$ cat config.mk
export PLATFORM = sky130hd
export DESIGN_NAME = i2c_slave_write_byte
export DESIGN_NICKNAME = d
export VERILOG_FILES = /design/src/rtl/i2c_slave_pkg.sv /design/src/rtl/i2c_slave_write_bit.sv /design/src/rtl/i2c_slave_write_byte.sv
export SDC_FILE = /design/constraint.sdc
export NUM_CORES = 1
export LEC_CHECK = 0
export CORE_UTILIZATION = 58
export CTS_CLUSTER_DIAMETER = 120
export CTS_CLUSTER_SIZE = 12
export DETAILED_ROUTE_END_ITERATION = 10
export PLACE_DENSITY = 0.87
export SLEW_MARGIN = 15
export SYNTH_ARGS = -nofsm -noshare
export SYNTH_HDL_FRONTEND = slang
export SYNTH_SLANG_ARGS = --single-unit
$ cat constraint.sdc
create_clock -name clock -period 3.4 [get_ports clock]
set_clock_uncertainty 0.2 [all_clocks]
set_input_delay 0.34 -clock clock [delete_from_list [all_inputs] [get_ports clock]]
set_output_delay 0.34 -clock clock [all_outputs]
set_load 0.05 [all_outputs]
$ cat src/rtl/i2c_slave_pkg.sv
// i2c_slave_pkg: state encodings and shared constants for the I2C slave byte engines.
package i2c_slave_pkg;
  localparam int BIT_INDEX_W = 3;
  localparam int DEFAULT_HOLD_CYCLES = 4;
  typedef enum logic [1:0] {
    ST_IDLE,
    ST_HOLD,
    ST_DRIVEN,
    ST_RELEASE
  } write_state_e;
endpackage

$ cat src/rtl/i2c_slave_write_bit.sv
// i2c_slave_write_bit: owns the SDA register and the tHD;DAT hold counter for one bit.
// A start arms a value that lands on SDA after HOLD_CYCLES, or at once on an early SCL rise.
module i2c_slave_write_bit #(
  parameter int HOLD_CYCLES = 4
) (
  input  logic clock,
  input  logic reset,
  input  logic clear,
  input  logic start,
  input  logic bit_val,
  input  logic rise,
  output logic expire,
  output logic sda_out
);
  logic [7:0] cnt_q, cnt_d;
  logic pending_q, pending_d;
  logic val_q, val_d;
  logic sda_q, sda_d;
  logic apply;
  always_comb begin
    expire = pending_q & (cnt_q <= 8'd1);
    apply = pending_q & (rise | (cnt_q <= 8'd1));
    cnt_d = start ? 8'(HOLD_CYCLES) : (pending_q ? cnt_q - 8'd1 : cnt_q);
    val_d = start ? bit_val : val_q;
    pending_d = clear ? 1'b0 : (start ? (HOLD_CYCLES != 0) : (pending_q & ~apply));
    sda_d = clear ? 1'b1 : ((start && HOLD_CYCLES == 0) ? bit_val : (apply ? val_q : sda_q));
  end
  always_ff @(posedge clock) begin
    if (reset) begin
      cnt_q <= 8'd0;
      pending_q <= 1'b0;
      val_q <= 1'b1;
      sda_q <= 1'b1;
    end else begin
      cnt_q <= cnt_d;
      pending_q <= pending_d;
      val_q <= val_d;
      sda_q <= sda_d;
    end
  end
  assign sda_out = sda_q;
endmodule

$ cat src/rtl/i2c_slave_write_byte.sv
// i2c_slave_write_byte: slave-side I2C transmitter, shifts one byte MSB-first onto SDA.
// Define I2C_SLAVE_WRITE_READBACK_CHECK_EN to abandon the byte when SDA reads low against a released bit.
module i2c_slave_write_byte
  import i2c_slave_pkg::*;
#(
  parameter int HOLD_CYCLES = DEFAULT_HOLD_CYCLES
) (
  input  logic       clock,
  input  logic       reset,
  input  logic       enable,
  input  logic       abort,
  input  logic [7:0] data,
  output logic       busy,
  output logic       error,
  output logic       finish,
  input  logic       scl,
  input  logic       sda_in,
  output logic       sda_out
);
  write_state_e state_q, state_d;
  logic [7:0] shift_q, shift_d;
  logic [BIT_INDEX_W-1:0] idx_q, idx_d;
  logic scl_last_q, busy_q, busy_d, error_q, error_d, finish_q, finish_d;
  logic rise, fall, hold_rise, mismatch;
  logic start, clear, bit_val, expire;
  assign rise = ~scl_last_q & scl;
  assign fall = scl_last_q & ~scl;
  assign hold_rise = rise & (state_q == ST_HOLD);
`ifdef I2C_SLAVE_WRITE_READBACK_CHECK_EN
  assign mismatch = rise & sda_out & ~sda_in;
`else
  logic unused_sda_in;
  assign unused_sda_in = sda_in;
  assign mismatch = 1'b0;
`endif
  i2c_slave_write_bit #(.HOLD_CYCLES(HOLD_CYCLES)) u_bit (
    .clock(clock),
    .reset(reset),
    .clear(clear),
    .start(start),
    .bit_val(bit_val),
    .rise(hold_rise),
    .expire(expire),
    .sda_out(sda_out)
  );
  always_comb begin
    state_d = state_q;
    shift_d = shift_q;
    idx_d = idx_q;
    error_d = error_q;
    finish_d = 1'b0;
    start = 1'b0;
    clear = 1'b0;
    bit_val = shift_q[6];
    if (abort) begin
      clear = 1'b1;
      state_d = ST_IDLE;
    end else begin
      case (state_q)
        ST_IDLE: if (enable && !scl) begin
          shift_d = data;
          idx_d = BIT_INDEX_W'(7);
          error_d = 1'b0;
          start = 1'b1;
          bit_val = data[7];
          state_d = (HOLD_CYCLES == 0) ? ST_DRIVEN : ST_HOLD;
        end
        // an SCL rise before the hold expires is a setup violation: drive now and flag it
        ST_HOLD: if (rise || expire) begin
          error_d = error_q | rise;
          state_d = ST_DRIVEN;
        end
        ST_DRIVEN: if (mismatch) begin
          error_d = 1'b1;
          clear = 1'b1;
          state_d = ST_IDLE;
        end else if (fall) begin
          start = 1'b1;
          if (idx_q != '0) begin
            shift_d = shift_q << 1;
            idx_d = idx_q - BIT_INDEX_W'(1);
            state_d = (HOLD_CYCLES == 0) ? ST_DRIVEN : ST_HOLD;
          end else begin
            finish_d = 1'b1;
            bit_val = 1'b1;
            state_d = (HOLD_CYCLES == 0) ? ST_IDLE : ST_RELEASE;
          end
        end
        ST_RELEASE: if (expire) state_d = ST_IDLE;
        default: state_d = ST_IDLE;
      endcase
    end
    busy_d = state_d != ST_IDLE;
  end
  always_ff @(posedge clock) begin
    if (reset) begin
      state_q <= ST_IDLE;
      shift_q <= 8'd0;
      idx_q <= '0;
      scl_last_q <= 1'b1;
      busy_q <= 1'b0;
      error_q <= 1'b0;
      finish_q <= 1'b0;
    end else begin
      state_q <= state_d;
      shift_q <= shift_d;
      idx_q <= idx_d;
      scl_last_q <= scl;
      busy_q <= busy_d;
      error_q <= error_d;
      finish_q <= finish_d;
    end
  end
  assign busy = busy_q;
  assign error = error_q;
  assign finish = finish_q;
endmodule

==> key figures, run 1 <==
Detailed routing
  • DR iter-0 viols: 23
  • Post-Route WL: 2750 microns
  • Vias per Instance: around 6.0
  • Via Count: 1133
  • Post-route ant nets: 0
  • DR WL/cell: 14.5 microns
  • Post-route DRC: 0
  • Drt pass-1 iters: 5

Timing
  • Max-slew violations: 0
  • RSZ-0062 raised after global routing: false
  • Rel. slew slack: 48.9%
  • Fmax: around 470 MHz
  • Worst-Margin Slew: about 0.76 ns
  • Hold Vio Cnt, Final: 0
  • Final Critical Period: around 2.1 ns
  • Setup_tns: 0 ns
  • Worst hold slack: 0.295 ns
  • Setup violations, final: 0
  • Final worst-path cycle share: 62.1%

Global route
  • Vias in the first global route: 1156
  • Initial antenna violation count: 0
  • Pin count of the biggest net entering global routing: 17
  • Total congestion overflow: 0
  • First-pass GRT wire length: 4770 microns
  • Total GRT Usage: 24.8%

Critical path
  • Setup CP Type: input port to flip-flop
  • CP Launch Type: input port
  • Arr. time, crit path: 2.15 ns
  • Worst-path fanout max: 7
  • Max incr delay on CP: 0.69 ns
  • Slowest cell on the critical path: nor3_1
  • Crit path cell chain: clkdlybuf4s50_1, nor3_1, buf_4, a21oi_1, a211oi_1
  • Critical Path End Type: flip-flop
  • Worst EP required: 3.44 ns

Yosys
  • Post-synthesis xor/xnor area fraction: 4.46%
  • Adder-cell share of the synthesized area: 3.64%
  • Simple-Gate Fraction of Synth Area: 24.3%
  • Synth Flop Type: dfxtp_1
  • Synth Cell Area: 1380 sq um
  • Part of the Yosys area used for sequential elements: 39.3%
  • Unique masters post-synth: 46
  • Asr flop ratio synth: 0%
  • Cell count after synthesis: 148
  • Number of synthesized flops with an enable pin: 0
  • Largest family of logic cells by synthesized area: simple AND/OR/NAND/NOR gates
  • Avg Inst Size Synth: just over 9 sq um
  • Syn. warnings: 0
  • Mapped Nets: 166
  • Count of state elements after synthesis: 27
  • Multiplexer share of the synthesized area: 4.37%
  • Compound-cell area share of the yosys netlist: 20.0%

Final layout
  • Layout overhead on the synthesized area: 14.4%
  • Final #Nets: 181
  • Filler cells: roughly 180
  • Area of the multi-input gates: 781 sq um
  • Antenna cells: 0
  • Seq. cell area: 541 sq um
  • Layout cells sized above 1: 11.1%

Clock tree
  • Post-CTS Setup Repair Bufs: 0
  • Htree depth: 1
  • CTS tree: done
  • Clk Latency, worst-skew pair: around 0.32 ns
  • Hold buffers post-CTS: 0
  • Clock transition at path regs: ~0.15 ns
  • Number of CTS-inserted buffers: 3
  • Post-CTS resize count: 0
  • Root Driver: clkbuf_4
  • CTS Buffer Depth: 2
  • CTS Sinks: 27

Power and ir drop
  • Power Density: 369 nW/um^2
  • Leakage: ~0.00060 uW
  • VDD IR-drop max: 0.000255 V

Place
  • HPWL Detailed: 2040 microns
  • PortBufs: 16
  • Placer Congestion: 0.830

Floorplanning
  • Cell row count: 17
  • Core area: 2230 sq um
  • I/O Pins: 18
  • Die ar.: 2570 sq um
  • Die X: 50.7 microns
  • Die Height: 50.7 microns
  • Initial Util: 61.6%

Outcome
  • Status: finished, final reports clean

Worst hold path
  • Worst Hold Class: flip-flop to flip-flop

Flow run
  • Max-cap violations: 0
==> cell type report <==
cell class                      instances  area share [%]
Tap cell                               28            2.23
Clock buffer                            3            1.43
Sequential cell                        27            34.4
Clock inverter                          1           0.477
Multi-Input combinational cell        109            49.6
Inverter                                5            1.19
Timing Repair Buffer                   17            10.7
==> final timing paths <==
path,from,to,slack [ns],cells past startpoint
worst max-delay path,abort,shift_q[1],1.29,5
worst min-delay path,shift_q[0],shift_q[0],0.30,2
worst max register to register,u_bit.cnt_q[0],busy,1.44,6
worst min register to register,shift_q[0],shift_q[0],0.30,2
==> critical path: cells and delay by family <==
family | cells | cell delay (ns)
buffers and inverters | 2 | 0.81
AND/OR/NAND/NOR | 1 | 0.69
AO/OA/AOI/OAI | 2 | 0.31
==> power by group <==
part / internal [uW] / switching (uW)
combinational: 47.3 / 50.1
sequential: 330 / 11.7
clock: 44.9 / 96.9
total: 422 / 159
==> kinds of logic after synthesis <==
kind of cell / Yosys count
compound gates: 37
xor+xnor: 7
fa+ha+maj: 4
buf+inv: 12
flops: 27
mux: 6
simple gates: 55
==> cells in the final DEF, fill, tap and decap left out, types with 2 or more instances in the layout <==
cell type / n
xor2_1: 3
o311a_1: 2
clkbuf_4: 3
or2_2: 3
mux2i_1: 6
nand3_1: 2
ha_1: 4
clkdlybuf4s50_1: 16
nand4b_1: 2
nand3b_1: 2
o21ai_0: 3
or3_1: 2
a211oi_1: 9
nand2b_1: 4
dfxtp_1: 27
a21oi_1: 11
nor2_1: 15
inv_1: 5
xnor2_1: 4
nor3_1: 7
nand2_1: 5
nor2b_1: 2
==> per-stage QoR <==
step / power, uW / setup slack [ns] / cells / utilization (%) / instance area, sq um
after floorplan: 413 / 1.61 / 148 / - / 1380
after global placement: 440 / 0.971 / 186 / 69.1 / 1540
after detailed placement: 445 / 0.966 / 186 / 69.1 / 1540
after CTS: 585 / 1.29 / 190 / 70.4 / 1570
after global routing: 612 / 1.15 / 190 / 70.4 / 1570
final: 581 / 1.29 / 190 / 70.4 / 1570
==> layer usage <==
layer | wire length (microns) | vias up | global-route usage, %
li1 | - | 563 | -
met1 | 1200 | 535 | 29.7
met2 | 1390 | 29 | 40.4
met3 | 102 | 6 | 3.64
met4 | 52 | 0 | 17.1
met5 | 0 | - | 0
==> state kept, by name, indices dropped and copies added (netlist names), 2 cells and up <==
name	cells
u_bit.cnt_q	8
state_q	2
idx_q	3
shift_q	7
==> cell usage after synthesis, types with 2 or more instances <==
cell type | instances | area [sq um]
dfxtp_1 | 27 | 541
nor2_1 | 15 | 56.3
a21oi_1 | 11 | 55.1
a211oi_1 | 9 | 67.6
nor3_1 | 7 | 35.0
mux2i_1 | 6 | 60.1
inv_1 | 5 | 18.8
nand2_1 | 5 | 18.8
buf_2 | 4 | 20.0
ha_1 | 4 | 50.1
nand2b_1 | 4 | 25.0
xnor2_1 | 4 | 35.0
o21ai_0 | 3 | 15.0
or2_2 | 3 | 18.8
xor2_1 | 3 | 26.3
clkbuf_1 | 2 | 7.51
nand3_1 | 2 | 10.0
nand3b_1 | 2 | 15.0
nand4b_1 | 2 | 17.5
nor2b_1 | 2 | 12.5
o311a_1 | 2 | 20.0
or3_1 | 2 | 12.5
Note: power is estimated with default switching activity, not from simulation.
==> inputs of run 2 (changes only) <==
--- a/config.mk
+++ b/config.mk
@@ -5,11 +5,11 @@
 export SDC_FILE = /design/constraint.sdc
 export NUM_CORES = 1
 export LEC_CHECK = 0
-export CORE_UTILIZATION = 58
+export CORE_UTILIZATION = 53
 export CTS_CLUSTER_DIAMETER = 120
 export CTS_CLUSTER_SIZE = 12
 export DETAILED_ROUTE_END_ITERATION = 10
-export PLACE_DENSITY = 0.87
+export PLACE_DENSITY = 0.81
 export SLEW_MARGIN = 15
 export SYNTH_ARGS = -nofsm -noshare
 export SYNTH_HDL_FRONTEND = slang
==> constraint.sdc (replaced) <==
create_clock -name clock -period 2.14 [get_ports clock]
set_clock_uncertainty 0.2 [all_clocks]
set_input_delay 0.214 -clock clock [delete_from_list [all_inputs] [get_ports clock]]
set_output_delay 0.214 -clock clock [all_outputs]
set_load 0.05 [all_outputs]
==> key figures, run 2 (synthesis results as in run 1) <==
Clock tree
  • Htree depth: 1 (unchanged)
  • Post-CTS resize count: 0 (unchanged)
  • Number of CTS-inserted buffers: 3 (unchanged)
  • Post-CTS Setup Repair Bufs: 0 (unchanged)
  • Clk Latency, worst-skew pair: 0.32 ns (about the same)
  • Clock transition at path regs: 0.14 ns (about the same)
  • CTS tree: done
  • CTS Buffer Depth: 2 (unchanged)
  • Hold buffers post-CTS: 0 (unchanged)
  • Root Driver: clkbuf_4
  • CTS Sinks: 27 (unchanged)

Floorplanning
  • Initial Util: 56.0% (-5.6 points)
  • Die ar.: 2800 sq um (+9.1%)
  • Core area: 2450 sq um (+9.9%)
  • I/O Pins: 18 (unchanged)
  • Die X: 52.9 microns (+4.4%)
  • Cell row count: 18 (+1)
  • Die Height: 52.9 microns (+4.4%)

Timing
  • RSZ-0062 raised after global routing: false
  • Setup ws final: 0.173 ns (-1.11 ns)
  • Final worst-path cycle share: 91.9%
  • Hold Vio Cnt, Final: 0 (unchanged)
  • Worst-Margin Slew: 0.533 ns (-0.229 ns)
  • Setup violations, final: 0 (unchanged)
  • Max-slew violations: 0 (unchanged)
  • Fmax: 508 MHz
  • Setup_tns: 0 ns (unchanged)
  • Final Critical Period: between 1.5 and 2 ns
  • Rel. slew slack: 64.5% (+16 points)

Critical path
  • Max incr delay on CP: 0.43 ns (-0.26 ns)
  • Worst r2r src: u_bit.cnt_q[0]
  • Setup CP Type: flip-flop to flip-flop
  • CP Launch Type: flip-flop
  • Reg2Reg Capture Point: u_bit.sda_out
  • CP top delay family: simple AND/OR/NAND/NOR gates
  • Worst-path fanout max: 4 (-3)
  • Reg2reg path depth: 6 (unchanged)
  • Critical Path End Type: flip-flop
  • Worst EP required: 2.17 ns (-1.27 ns)
  • Slowest cell on the critical path: dfxtp_1
  • Crit path cell chain: inv_1, ha_1, nor2_1, o31ai_4, and3_2, a211o_1
  • CP endpoint: u_bit.sda_out
  • Critical Path Start: u_bit.cnt_q[0]
  • Worst R2R Setup Slack: 0.17 ns (-1.27 ns)
  • Arr. time, crit path: 2.00 ns (-0.15 ns)
  • Critical path depth in cells: 6 (+1)
  • Worst path buffer plus inverter count: 1 (-1)

Final layout
  • Layout cells sized above 1: 12.7% (+1.5 points)
  • Non-Filler Cell Area, Final: 1600 sq um (+1.8%)
  • Final #Nets: 185 (+2.2%)
  • Seq. cell area: 541 sq um (unchanged)
  • Area of the multi-input gates: 781 sq um (unchanged)
  • Biggest register: u_bit.cnt_q
  • Most frequent cells in the layout: dfxtp_1 (27), clkdlybuf4s50_1 (16), nor2_1 (15), a21oi_1 (11), a211oi_1 (9)
  • Filler cells: 204 (+11%)
  • Largest register FFs: 8 (unchanged)
  • Most common cell after layout, fill and taps aside: dfxtp_1
  • Antenna cells: 0 (unchanged)
  • Layout overhead on the synthesized area: 16.5%
  • Regs by FF count: u_bit.cnt_q x8, shift_q x7, idx_q x3

Power and ir drop
  • Leakage: 0.000617 uW (+3.6%)
  • VDD IR-drop max: 0.000485 V (+90%)
  • Power Density: 578 nW/um^2 (+56%)

Detailed routing
  • Via Count: 1127 (-0.53%)
  • Post-Route WL: 2840 microns (+3.2%)
  • Met3 routed WL: 97 microns (-4.9%)
  • Routed met1 length: 1310 microns (+8.6%)
  • DR iter-0 viols: 17 (-26%)
  • Max layer used: met4
  • Post-route ant nets: 0 (unchanged)
  • Vias per Instance: 5.75 (-3.6%)
  • Post-route DRC: 0 (unchanged)
  • DR WL/cell: 14.5 microns (about the same)
  • Drt pass-1 iters: 4 (-1)
  • Met2 WL post-DR: 1380 microns (-0.29%)

Place
  • HPWL Detailed: 2110 microns (+3.4%)
  • Placer Congestion: 0.808 (-2.7%)
  • Placement Cell Area: 1580 sq um (+2.1%)
  • PortBufs: 16 (unchanged)
  • Pre-CTS setup slack: 0.140 ns (-0.825 ns)

Flow run
  • Max-cap violations: 0 (unchanged)

Outcome
  • Status: finished, final reports clean

Global route
  • Total congestion overflow: 0 (unchanged)
  • Vias in the first global route: 1028 (-11%)
  • Total GRT Usage: 21.8% (-3.0 points)
  • Initial antenna violation count: 0 (unchanged)
  • Pin count of the biggest net entering global routing: 15 (-2)
  • First-pass GRT wire length: 4450 microns (-6.6%)

Worst hold path
  • Worst Hold Class: input port to flip-flop
==> run 2: metal layers <==
metal / GRT usage, % / vias to the layer above
met1: 26.4 / 527
met4: 7.89 / 0
met2: 38.0 / 27
li1: - / 567
met3: 4.02 / 6
met5: 0 / -
==> run 2: area by class of cell <==
class / count / area share (%)
timing repair buffer: 21 / 12.3
tap: 30 / 2.34
sequential: 27 / 33.7
multi-input combinational: 109 / 48.7
inverter: 5 / 1.17
clock buffer: 4 / 1.64
==> run 2: tightest hold or removal path: cells and delay by family <==
kind | cells | cell delay, ns
simple gates | 1 | 0.10
compound gates | 1 | 0.06
buf+inv | 1 | 0.40
==> run 2: worst min-delay path by stage <==
stage                             start       endpoint  slack, ns  cells after the start
final                           data[0]     shift_q[0]       0.28                      3
after global placement    u_bit.sda_out  u_bit.sda_out       0.25                      1
after global routing            data[0]     shift_q[0]       0.27                      3
after CTS                       data[0]     shift_q[0]       0.27                      3
after detailed placement  u_bit.sda_out  u_bit.sda_out       0.26                      1
after floorplan                   reset       idx_q[1]       0.09                      1
==> run 2: where the power goes <==
part / internal, uW / switching (uW)
Clock: 73.1 / 148
Sequential: 524 / 16.8
Combinational: 79.5 / 84.4
Total: 676 / 249
==> run 2: per-stage QoR <==
step / util (%) / cells / hold WS (ns) / total power [uW]
finish: 65.2 / 196 / 0.285 / 925
global route: 65.2 / 196 / 0.269 / 974
CTS: 65.2 / 196 / 0.268 / 930
detailed placement: 64.2 / 192 / 0.262 / 713
global placement: 64.2 / 192 / 0.246 / 705
floorplan: - / 148 / 0.0861 / 656
==> inputs of run 3 (changes only) <==
--- a/config.mk
+++ b/config.mk
@@ -7,7 +7,7 @@
 export LEC_CHECK = 0
 export CORE_UTILIZATION = 53
 export CTS_CLUSTER_DIAMETER = 120
-export CTS_CLUSTER_SIZE = 12
+export CTS_CLUSTER_SIZE = 28
 export DETAILED_ROUTE_END_ITERATION = 10
 export PLACE_DENSITY = 0.81
 export SLEW_MARGIN = 15
==> results of run 3 <==
Final layout, timing and power as in run 2 (identical DEF).
